==> src/rtl/seq_cmp_pkg.sv <==
// seq_cmp_pkg: op encodings, FSM state type and flag-to-result mapping for seq_cmp
package seq_cmp_pkg;
  localparam logic [2:0] OP_EQ = 3'd0, OP_NE = 3'd1, OP_LT = 3'd2, OP_LE = 3'd3, OP_GT = 3'd4, OP_GE = 3'd5;
  typedef enum logic [1:0] {IDLE, RUN, DONE} state_t;
  function automatic logic cmp_result(input logic [2:0] op, input logic lt, input logic z);
    return op == OP_EQ ? z :
           op == OP_NE ? !z :
           op == OP_LT ? lt :
           op == OP_LE ? (lt | z) :
           op == OP_GT ? !(lt | z) :
           op == OP_GE ? !lt : 1'b0;
  endfunction
endpackage

==> src/rtl/seq_cmp_chunk.sv <==
// seq_cmp_chunk: W-bit slice computing a + ~b + cin -> {cout, sum}
module seq_cmp_chunk #(
  parameter int W = 2
) (
  input  logic [W-1:0] a,
  input  logic [W-1:0] b,
  input  logic         cin,
  output logic [W-1:0] sum,
  output logic         cout
);
  assign {cout, sum} = {1'b0, a} + {1'b0, ~b} + (W + 1)'(cin);
endmodule

==> src/rtl/seq_cmp.sv <==
// seq_cmp: chunk-serial signed/unsigned comparator; CLK/RESET, request in_valid/in_ready with I0, I1, op, is_signed, result out_valid/out_ready with O; SEQ_CMP_DIFF_EN adds the diff output
module seq_cmp
  import seq_cmp_pkg::*;
#(
  parameter int WIDTH = 8,
  parameter int CHUNK = 2
) (
  input  logic             CLK,
  input  logic             RESET,
  input  logic             in_valid,
  output logic             in_ready,
  input  logic [WIDTH-1:0] I0,
  input  logic [WIDTH-1:0] I1,
  input  logic [2:0]       op,
  input  logic             is_signed,
  output logic             out_valid,
  input  logic             out_ready,
  output logic             O
`ifdef SEQ_CMP_DIFF_EN
  ,
  output logic [WIDTH-1:0] diff
`endif
);
  localparam int K  = WIDTH / CHUNK;
  localparam int CW = K > 1 ? $clog2(K) : 1;
  state_t           state, state_nx;
  logic [WIDTH-1:0] a_r, b_r;
  logic [2:0]       op_r;
  logic             sgn_r, a_msb, b_msb, carry, zero;
  logic [CW-1:0]    cnt;
  logic [CHUNK-1:0] s;
  logic             cout, last, z, n, v, lt;
  seq_cmp_chunk #(.W(CHUNK)) u_chunk (
    .a   (a_r[CHUNK-1:0]),
    .b   (b_r[CHUNK-1:0]),
    .cin (carry),
    .sum (s),
    .cout(cout)
  );
  assign last = cnt == CW'(K - 1);
  assign z    = zero & ~|s;
  assign n    = s[CHUNK-1];
  assign v    = (a_msb ^ b_msb) & (n ^ a_msb);
  assign lt   = sgn_r ? n ^ v : ~cout;
  assign in_ready  = state == IDLE;
  assign out_valid = state == DONE;
  always_comb begin
    state_nx = state == IDLE ? (in_valid ? RUN : IDLE) :
               state == RUN  ? (last ? DONE : RUN) :
                               (out_ready ? IDLE : DONE);
  end
  always_ff @(posedge CLK) begin
    if (RESET) begin
      state <= IDLE;
      O     <= 1'b0;
      zero  <= 1'b0;
      carry <= 1'b0;
      cnt   <= '0;
    end else begin
      state <= state_nx;
      if (state == IDLE && in_valid) begin
        a_r   <= I0;
        b_r   <= I1;
        op_r  <= op;
        sgn_r <= is_signed;
        a_msb <= I0[WIDTH-1];
        b_msb <= I1[WIDTH-1];
        cnt   <= '0;
        carry <= 1'b1;
        zero  <= 1'b1;
      end else if (state == RUN) begin
        a_r   <= a_r >> CHUNK;
        b_r   <= b_r >> CHUNK;
        cnt   <= cnt + CW'(1);
        carry <= cout;
        zero  <= z;
        if (last) O <= cmp_result(op_r, lt, z);
      end
    end
  end
`ifdef SEQ_CMP_DIFF_EN
  always_ff @(posedge CLK) begin
    if (RESET) diff <= '0;
    else if (state == RUN) diff <= WIDTH'({s, diff} >> CHUNK);
  end
`endif
endmodule

==> config.mk <==
export PLATFORM = sky130hd
export DESIGN_NAME = seq_cmp
export DESIGN_NICKNAME = d
export VERILOG_FILES = /design/src/rtl/seq_cmp_pkg.sv /design/src/rtl/seq_cmp_chunk.sv /design/src/rtl/seq_cmp.sv
export SDC_FILE = /design/constraint.sdc
export NUM_CORES = 1
export LEC_CHECK = 0
export ABC_AREA = 1
export CAP_MARGIN = 20
export CORE_MARGIN = 2
export CORE_UTILIZATION = 50
export DETAILED_ROUTE_END_ITERATION = 8
export PLACE_DENSITY_LB_ADDON = 0.15
export REMOVE_ABC_BUFFERS = 1
export SYNTH_ARGS = -nofsm -noshare
export SYNTH_HDL_FRONTEND = slang
export SYNTH_SLANG_ARGS = --single-unit
==> constraint.sdc <==
create_clock -name CLK -period 2.8 [get_ports CLK]
set_clock_uncertainty 0.2 [all_clocks]
set_input_delay 0.42 -clock CLK [delete_from_list [all_inputs] [get_ports CLK]]
set_output_delay 0.42 -clock CLK [all_outputs]
set_load 0.1 [all_outputs]
# After elaboration in Yosys (flattened, before gate mapping)
# Index checks and enable logic that the tools add are counted.
# op_classes
n_addsub,3
mul,0
div,0
magnitude_cmp,0
n_eq_ne,8
shifts,0
n_mux,20
bitwise_logic,10
n_reduce_logical,13
# op_table
operator,count
$mux W8,4
$mux W1,12
$mux W2,4
$eq A3 B2 Y1 const B,2
$eq A3 B3 Y1 const B,2
$eq A2 B2 Y1 const B,2
$logic_not A1 Y1,4
$reduce_and A2 Y1,2
$reduce_or A2 Y1,2
$add A2 B2 Y3,1
$add A3 B1 Y3,1
$eq A3 B1 Y1 const B,1
$logic_not A3 Y1,1
$not A1 Y1,3
$reduce_and A3 Y1,1
$xor A1 B1 Y1,3
$add A2 B1 Y2 const B,1
$and A1 B1 Y1,2
$eq A2 B1 Y1 const B,1
$logic_not A2 Y1,1
$not A2 Y2,1
$reduce_bool A2 Y1,1
$logic_and A1 B1 Y1,1
$or A1 B1 Y1,1
# totals
ff_bits,29
latchBits,0
mem_bits_rw,0
rom_bits,0
inputBits,24
elab_cells,65
memories,0

# Logic depth before layout (Yosys ltp)
# Gate-level depths: netlist (run 1).
# depth
ltp_word,14
mapped_depth,13
depth_no_buf,13

# By module
# From an unflattened synthesis (run 1), not the netlist that was laid out.
# unflattened
hier_cells,140
hier_area_um2,1380.1
# by_module_without_submodules
mod,n_inst,cells_each,area_each_um2,seq_area_each_um2
seq_cmp,1,136,1332.5,800.8
seq_cmp_chunk,1,4,47.5,0.0

# Least setup slack after synthesis (run 1)
# OpenSTA, ideal clock, no wires.
# synth_path
path_type,reg2reg
from,register state[0]
to,register a_r[0] (enable)
setup_time_ns,0.394
arrival_ns,2.046
required_time_ns,2.206
slack_ns,0.160
path_stages_with_launch,5
synth_period_minus_slack_ns,2.640
cell_sequence,dfxtp_1 > nor2_4 > nand2_4 > buf_6 > a21oi_1
# synth_via
elab_chain_len,4
# synth_lines
element,line_no,text
start: declaration,seq_cmp.sv:26,"state_t state, state_nx;"
start signal: assignment,seq_cmp.sv:60,state <= state_nx;
$logic_not A2 Y1,--,
named net in_ready,seq_cmp.sv:11,"output logic in_ready,"
$logic_and A1 B1 Y1,seq_cmp.sv:61,if (state == IDLE && in_valid) begin
$reduce_bool A2 Y1 (no source line),--,
$reduce_and A2 Y1 (no source line),--,
end signal: assignment,seq_cmp.sv:72,a_r <= a_r >> CHUNK;
end: declaration,seq_cmp.sv:27,"logic [WIDTH-1:0] a_r, b_r;"
# The timed path passes the listed nets, and every way through them passes these cells.
# A chain may end at the register's enable or synchronous reset.

# Worst setup path in the final report (run 1)
# layout_path
from,register a_r[0]
to,register O
# layout_via
elab_chain_len,13
# layout_lines
element,line_no,text
$add A2 B2 Y3 (*),seq_cmp_chunk.sv:11,"assign {cout, sum} = {1'b0, a} + {1'b0, ~b} + (W + 1)'(cin);"
$add A3 B1 Y3 (*),seq_cmp_chunk.sv:11,
$xor A1 B1 Y1,seq_cmp.sv:43,assign v = (a_msb ^ b_msb) & (n ^ a_msb);
$and A1 B1 Y1,seq_cmp.sv:43,
$xor A1 B1 Y1,seq_cmp.sv:44,assign lt = sgn_r ? n ^ v : ~cout;
$mux W1,seq_cmp.sv:44,
$logic_not A1 Y1 / $or A1 B1 Y1 (equally long branches),"seq_cmp_pkg.sv:11, seq_cmp_pkg.sv:9, seq_cmp_pkg.sv:10",
$mux W1 / $logic_not A1 Y1 (equally long branches),"seq_cmp_pkg.sv:11, seq_cmp_pkg.sv:10",
$mux W1,seq_cmp_pkg.sv:10,op == OP_GT ? !(lt | z) :
$mux W1,seq_cmp_pkg.sv:9,op == OP_LE ? (lt | z) :
$mux W1,seq_cmp_pkg.sv:8,op == OP_LT ? lt :
$mux W1,seq_cmp_pkg.sv:7,op == OP_NE ? !z :
$mux W1 (*),seq_cmp_pkg.sv:6,return op == OP_EQ ? z :
end signal: assignment,seq_cmp.sv:77,"if (last) O <= cmp_result(op_r, lt, z);"
end: declaration,seq_cmp.sv:18,output logic O
# Every way passes the cells marked *; elsewhere a longest branch is shown, timed or not.

==> flow_summary.yaml, run 1 <==
synth:
  ys_seq_elements: 29
  synthXorXnorAreaFrac_pct: 0.6399
  synth_simple_gate_area_share_pct: 22.94
  synth_area_leader_cell: "edfxtp_1"
  synthesis.area_mm2: 0.001369
  synth_top_family_by_area: "simple AND/OR/NAND/NOR gates"
  yosys-mux-area-fraction_pct: 0
  ys_types: 26
  yosysWarningCount: 0
  synth_area_leaders: "edfxtp_1, nand2_1, dfxtp_1"
  netlist.area_leader.share_pct: 48.26
  yosysSeqAreaShare_pct: 58.50
  synth_compound_area_share_pct: 5.393
  synth_fa_ha_area_share_pct: 3.839
  syn_inst: 140
  syn_avg_cell_area_um2: 9.777
layout:
  antenna-diode-count: 0
  nNetsFinal: 198
  finalNonFillerCells: 202
  drive_above_1_share_pct: 12.21
  syn_to_final_growth_pct: 22.76
floorplan:
  core_mm2: 0.002545
  die_area_mm2: 0.003172
  ioPinCount: 27
  die_height_um: 56.32
  rows: 18
  start_util_pct: 53.79
  fp.dieW_um: 56.32
sta:
  period_minus_slack_ns: 2.245
  maxSlewViolCount: 0
  rsz0062_at_grt: "false"
  max-slew-margin-rel_pct: 69.72
  tns_ns: 0
  worst_pin_slew_ns: 0.4525
  post-route-period-util_pct: 80.16
  hold_violations: 0
  finalSetupViolations: 0
  max_freq_mhz: 445.5
placement:
  gp_congestion: 0.8093
  dp_hpwl_mm: 1.662
  io_buffers: 26
  place_inst: 194
clock_network:
  hold_buffers: 0
  clock_sinks: 29
  cts_tree: "built"
  cts_resized: 0
  cts_root_buf: "clkbuf_4"
  insertion_delay_ns: 0.31
  htreeDepth: 2
  numCtsBuffers: 5
  cts_buffer_depth: 2
  post-cts-setup-buffers: 0
  path_clk_slew_ns: 0.09
critical_path:
  crit_required_ns: 2.81
  cp_max_fo: 3
  cp-start-kind: "register"
  end_kind: "register"
  path_class: "reg2reg"
  cp_data_arrival_time_ns: 2.25
grt:
  grt_max_degree: 22
  first_global_vias: 920
  grtUsageTotal_pct: 15.52
  grt_pass1_wl_mm: 3.774
  grt.overflow.total: 0
  antenna_found_initial: 0
routing:
  vias: 974
  wl_per_cell_um: 11.21
  drc_errors: 0
  ant_nets: 0
  first_pass_iters: 4
  vias_per_cell: 4.822
  drt_iter0_drc: 19
  wl_mm: 2.265
pwr:
  p_clk_share_pct: 23.5
  power.share.sequential_pct: 54.3
  peakVddDrop_v: 0.0004877
  p_sw_share_pct: 29.37
  powerDensity_mw_per_mm2: 581.3
  p_int_uw: 689.9
  switching_power_uw: 286.9
  leakage_uw: 0.0007385
  p_comb_share_pct: 22.2
run:
  drv_cap: 0
status:
  status: "finished clean"
min_path:
  hp-class: "reg2reg"
synthesized netlist by cell type:
| cell | n |
|---|---|
| dfxtp_1 | 7 |
| xor2_1 | 1 |
| buf_6 | 2 |
| fa_1 | 2 |
| a21oi_1 | 3 |
| a2111oi_2 | 1 |
| nand3_1 | 3 |
| inv_2 | 2 |
| nand4_1 | 2 |
| nor2_1 | 11 |
| nand2_4 | 2 |
| a21oi_2 | 1 |
| o21ai_1 | 1 |
| o21ai_0 | 2 |
| a211oi_2 | 1 |
| ha_1 | 1 |
| inv_4 | 1 |
| buf_8 | 1 |
| nor2_4 | 1 |
| inv_1 | 18 |
| nor3_1 | 3 |
| o21a_1 | 1 |
| or2_1 | 1 |
| nand2_1 | 49 |
| edfxtp_1 | 22 |
| nand2_2 | 1 |
cell usage in the layout, fill, tap and decap left out, drive strengths merged, types with 4 or more instances in the layout:
cell           count
a21oi              4
clkbuf             6
clkdlybuf4s50     23
inv               21
buf                4
dfxtp              7
nor2              12
nand2             52
edfxtp            22
power by group through the flow:
| stage | Combinational, uW | Sequential, uW | Clock, uW |
|---|---|---|---|
| 2_1_floorplan | 146 | 537 | 0 |
| 3_3_place_gp | 211 | 539 | 0 |
| 3_5_place_dp | 218 | 541 | 0 |
| 4_1_cts | 219 | 531 | 239 |
| 5_1_grt | 239 | 536 | 260 |
| 6_report | 217 | 531 | 229 |
worst max-delay path, cell delays in order, from the launching register on:
cell	delay (ns)
edfxtp_1	0.42
fa_1	0.42
inv_1	0.08
fa_1	0.45
nand2_1	0.10
nand2_1	0.05
nand2_1	0.08
nand2_1	0.07
nand2_1	0.06
nand4_1	0.08
nor2_1	0.09
nor2_1	0.05
flip-flops by register name, summed over array words and instances (netlist names):
register  flops
cnt           2
a_msb         1
O             1
state         2
op_r          3
sgn_r         1
carry         1
b_msb         1
b_r           8
zero          1
a_r           8
stage by stage:
step	worst slack [ns]	hold WS (ns)	utilization, %	power [uW]	cell area [um2]
6_report	0.5554	0.2993	66.03	976.8	1680
3_3_place_gp	0.6486	0.2754	64.01	750.3	1629
3_5_place_dp	0.5638	0.2906	64.01	758.5	1629
5_1_grt	0.4299	0.3410	66.03	1035	1680
4_1_cts	0.5485	0.3038	66.03	988.6	1680
2_1_floorplan	0.1338	0.2633	-	683.2	1331
cell families after synthesis:
group	after synthesis
buf+inv	24
simple gates	73
xor+xnor	1
fa+ha+maj	3
compound gates	10
flops	29
final cells by class:
class | instances | area [um2]
inverters | 21 | 81.33
well taps | 30 | 37.54
clock inverters | 2 | 10.01
repair buffers | 27 | 260.3
clock buffers | 6 | 41.29
fillers | 209 | 864.6
flip-flops and latches | 29 | 800.8
multi-input cells | 87 | 449.2
worst paths after layout:
path	depth (start not counted)	endpoint	start	slack, ns
max	11	O	a_r[0]	0.56
min	2	cnt[1]	cnt[1]	0.30
max reg2reg	11	O	a_r[0]	0.56
min reg2reg	2	cnt[1]	cnt[1]	0.30
metal layers:
metal  routed length (um)  up-vias  share of wire [%]  track usage, %
li1                     -      507                  -               -
met1                  960      431                 42           18.07
met2                 1132       30                 50           26.22
met3                  132        6                5.8           5.300
met4                   40        0                1.8           6.122
met5                    0        -                  0               0
Note: power is estimated with default switching activity, not from simulation.
==> run 2: changes to the inputs <==
- CORE_UTILIZATION: 50 -> 45
- clock period: 2.8 -> 1.99 ns (I/O delays scaled with it)
==> flow_summary.yaml, run 2 (synthesized netlist as in run 1, its figures left out) <==
sta:
  max-slew-margin-rel_pct: 83.84
  tns_ns: -0.2556
  rsz0062_at_grt: "true"
  maxSlewViolCount: 0
  period_minus_slack_ns: 2.166
  max_freq_mhz: 461.7
  hold_violations: 0
  worst_pin_slew_ns: 0.2420
  setup_ws_ns: -0.1759
  finalSetupViolations: 2
  post-route-period-util_pct: 108.8
clock_network:
  hold_buffers: 0
  path_clk_slew_ns: 0.09
  cts_tree: "built"
  insertion_delay_ns: 0.32
  post-cts-setup-buffers: 0
  cts_root_buf: "clkbuf_4"
  htreeDepth: 2
  cts_buffer_depth: 2
  clock_sinks: 29
  numCtsBuffers: 5
critical_path:
  path_cells: "fa_2 > inv_2 > fa_1 > inv_1 > a21oi_2 > nand2_1 > nand2_1 > nand2_1 > nand4_1 > nor2_1 > nor2_1"
  crit_top_cell: "nand2_1"
  end_kind: "register"
  critPathMaxStageDelay_ns: 0.44
  cp-start-kind: "register"
  crit_required_ns: 2.01
  cp_data_arrival_time_ns: 2.19
  cp_max_fo: 3
  cp_slowest_cell: "fa_1"
  path_class: "reg2reg"
layout:
  nNetsFinal: 204
  stdcell_area_mm2: 0.001802
  layout_commonest_cell: "nand2_1"
  syn_to_final_growth_pct: 31.63
  reg.largest.list: "a_r x8, b_r x8, op_r x3"
  drive_above_1_share_pct: 18.64
  antenna-diode-count: 0
  final_cell_mix: "nand2_1, clkdlybuf4s50_1, edfxtp_1"
placement:
  dpl_worst_slack_ns: -0.2311
  dp_hpwl_mm: 1.765
  io_buffers: 26
  dpl_cell_area_mm2: 0.001715
  gp_congestion: 0.7898
floorplan:
  die_height_um: 59.15
  start_util_pct: 45.97
  ioPinCount: 27
  rows: 20
  die_area_mm2: 0.003499
  fp.dieW_um: 59.15
  core_mm2: 0.002978
routing:
  wl_per_cell_um: 11.40
  vias: 1027
  vias_per_cell: 4.890
  drc_errors: 0
  first_pass_iters: 4
  wl_mm: 2.393
  drt_iter0_drc: 35
  ant_nets: 0
grt:
  grt_max_degree: 18
  first_global_vias: 956
  antenna_found_initial: 0
  grt_pass1_wl_mm: 3.877
  grt.overflow.total: 0
  grtUsageTotal_pct: 15.87
pwr:
  peakVddDrop_v: 0.0004713
  leakage_uw: 0.0007892
  powerDensity_mw_per_mm2: 860.6
status:
  violations: "setup timing"
  status: "finished with violations"
run:
  drv_cap: 0
min_path:
  hp-class: "reg2reg"
==> run 2: cell types whose count changed in the layout (fill, tap and decap cells not counted), moves of 2 or more <==
cell,before,now
buf_4,4,6
inv_2,2,5
inv_1,18,15
buf_12,0,3
==> run 2: power by group <==
part	total, uW	internal [uW]	switching (uW)
Sequential	747	720	26.3
Clock	454	255	198
Combinational	350	150	201
==> run 2: critical path, delay by kind of cell (launching register included) <==
| family | cells | cell delay [ns] |
|---|---|---|
| flip-flops | 1 | 0.42 |
| adder cells (fa/ha/maj) | 2 | 0.84 |
| buffers and inverters | 2 | 0.15 |
| AND/OR/NAND/NOR | 6 | 0.41 |
| AO/OA/AOI/OAI | 1 | 0.05 |
==> run 2: final cells by class <==
cell class                 count  area, um2
timing repair buffer          33      346.6
sequential                    29      800.8
tap                           33      41.29
clock inverter                 2      35.03
fill                         251       1176
multi-input combinational     87      459.2
clock buffer                   5      37.54
inverter                      21      81.33
==> run 2: repair_timing <==
item,CTS,global route
pin swaps,3,1
setup endpoints to repair,2,2
hold endpoints to repair,0,0
resized for setup,7,0
==> run 2: path summary, 6_finish.rpt <==
check	from	end	slack, ns	cells after the start
max	a_r[0]	O	-0.18	11
min	cnt[1]	cnt[1]	0.30	2
max reg2reg	a_r[0]	O	-0.18	11
min reg2reg	cnt[1]	cnt[1]	0.30	2
==> run 2: routing by layer <==
metal	track usage, %	up-vias	part of all wire (%)
met4	12.99	0	3.9
met3	4.585	10	4.4
li1	-	519	-
met1	17.53	474	43
met5	0	-	0
met2	25.24	24	48
==> run 2: stage by stage <==
stage / instances / hold slack (ns) / util [%] / total power (uW)
final: 210 / 0.3020 / 60.50 / 1551
after global routing: 210 / 0.3133 / 60.50 / 1627
after CTS: 210 / 0.3067 / 60.50 / 1566
after detailed placement: 203 / 0.2938 / 57.61 / 1102
after global placement: 203 / 0.2726 / 57.61 / 1091
after floorplan: 137 / 0.1676 / - / 961.3
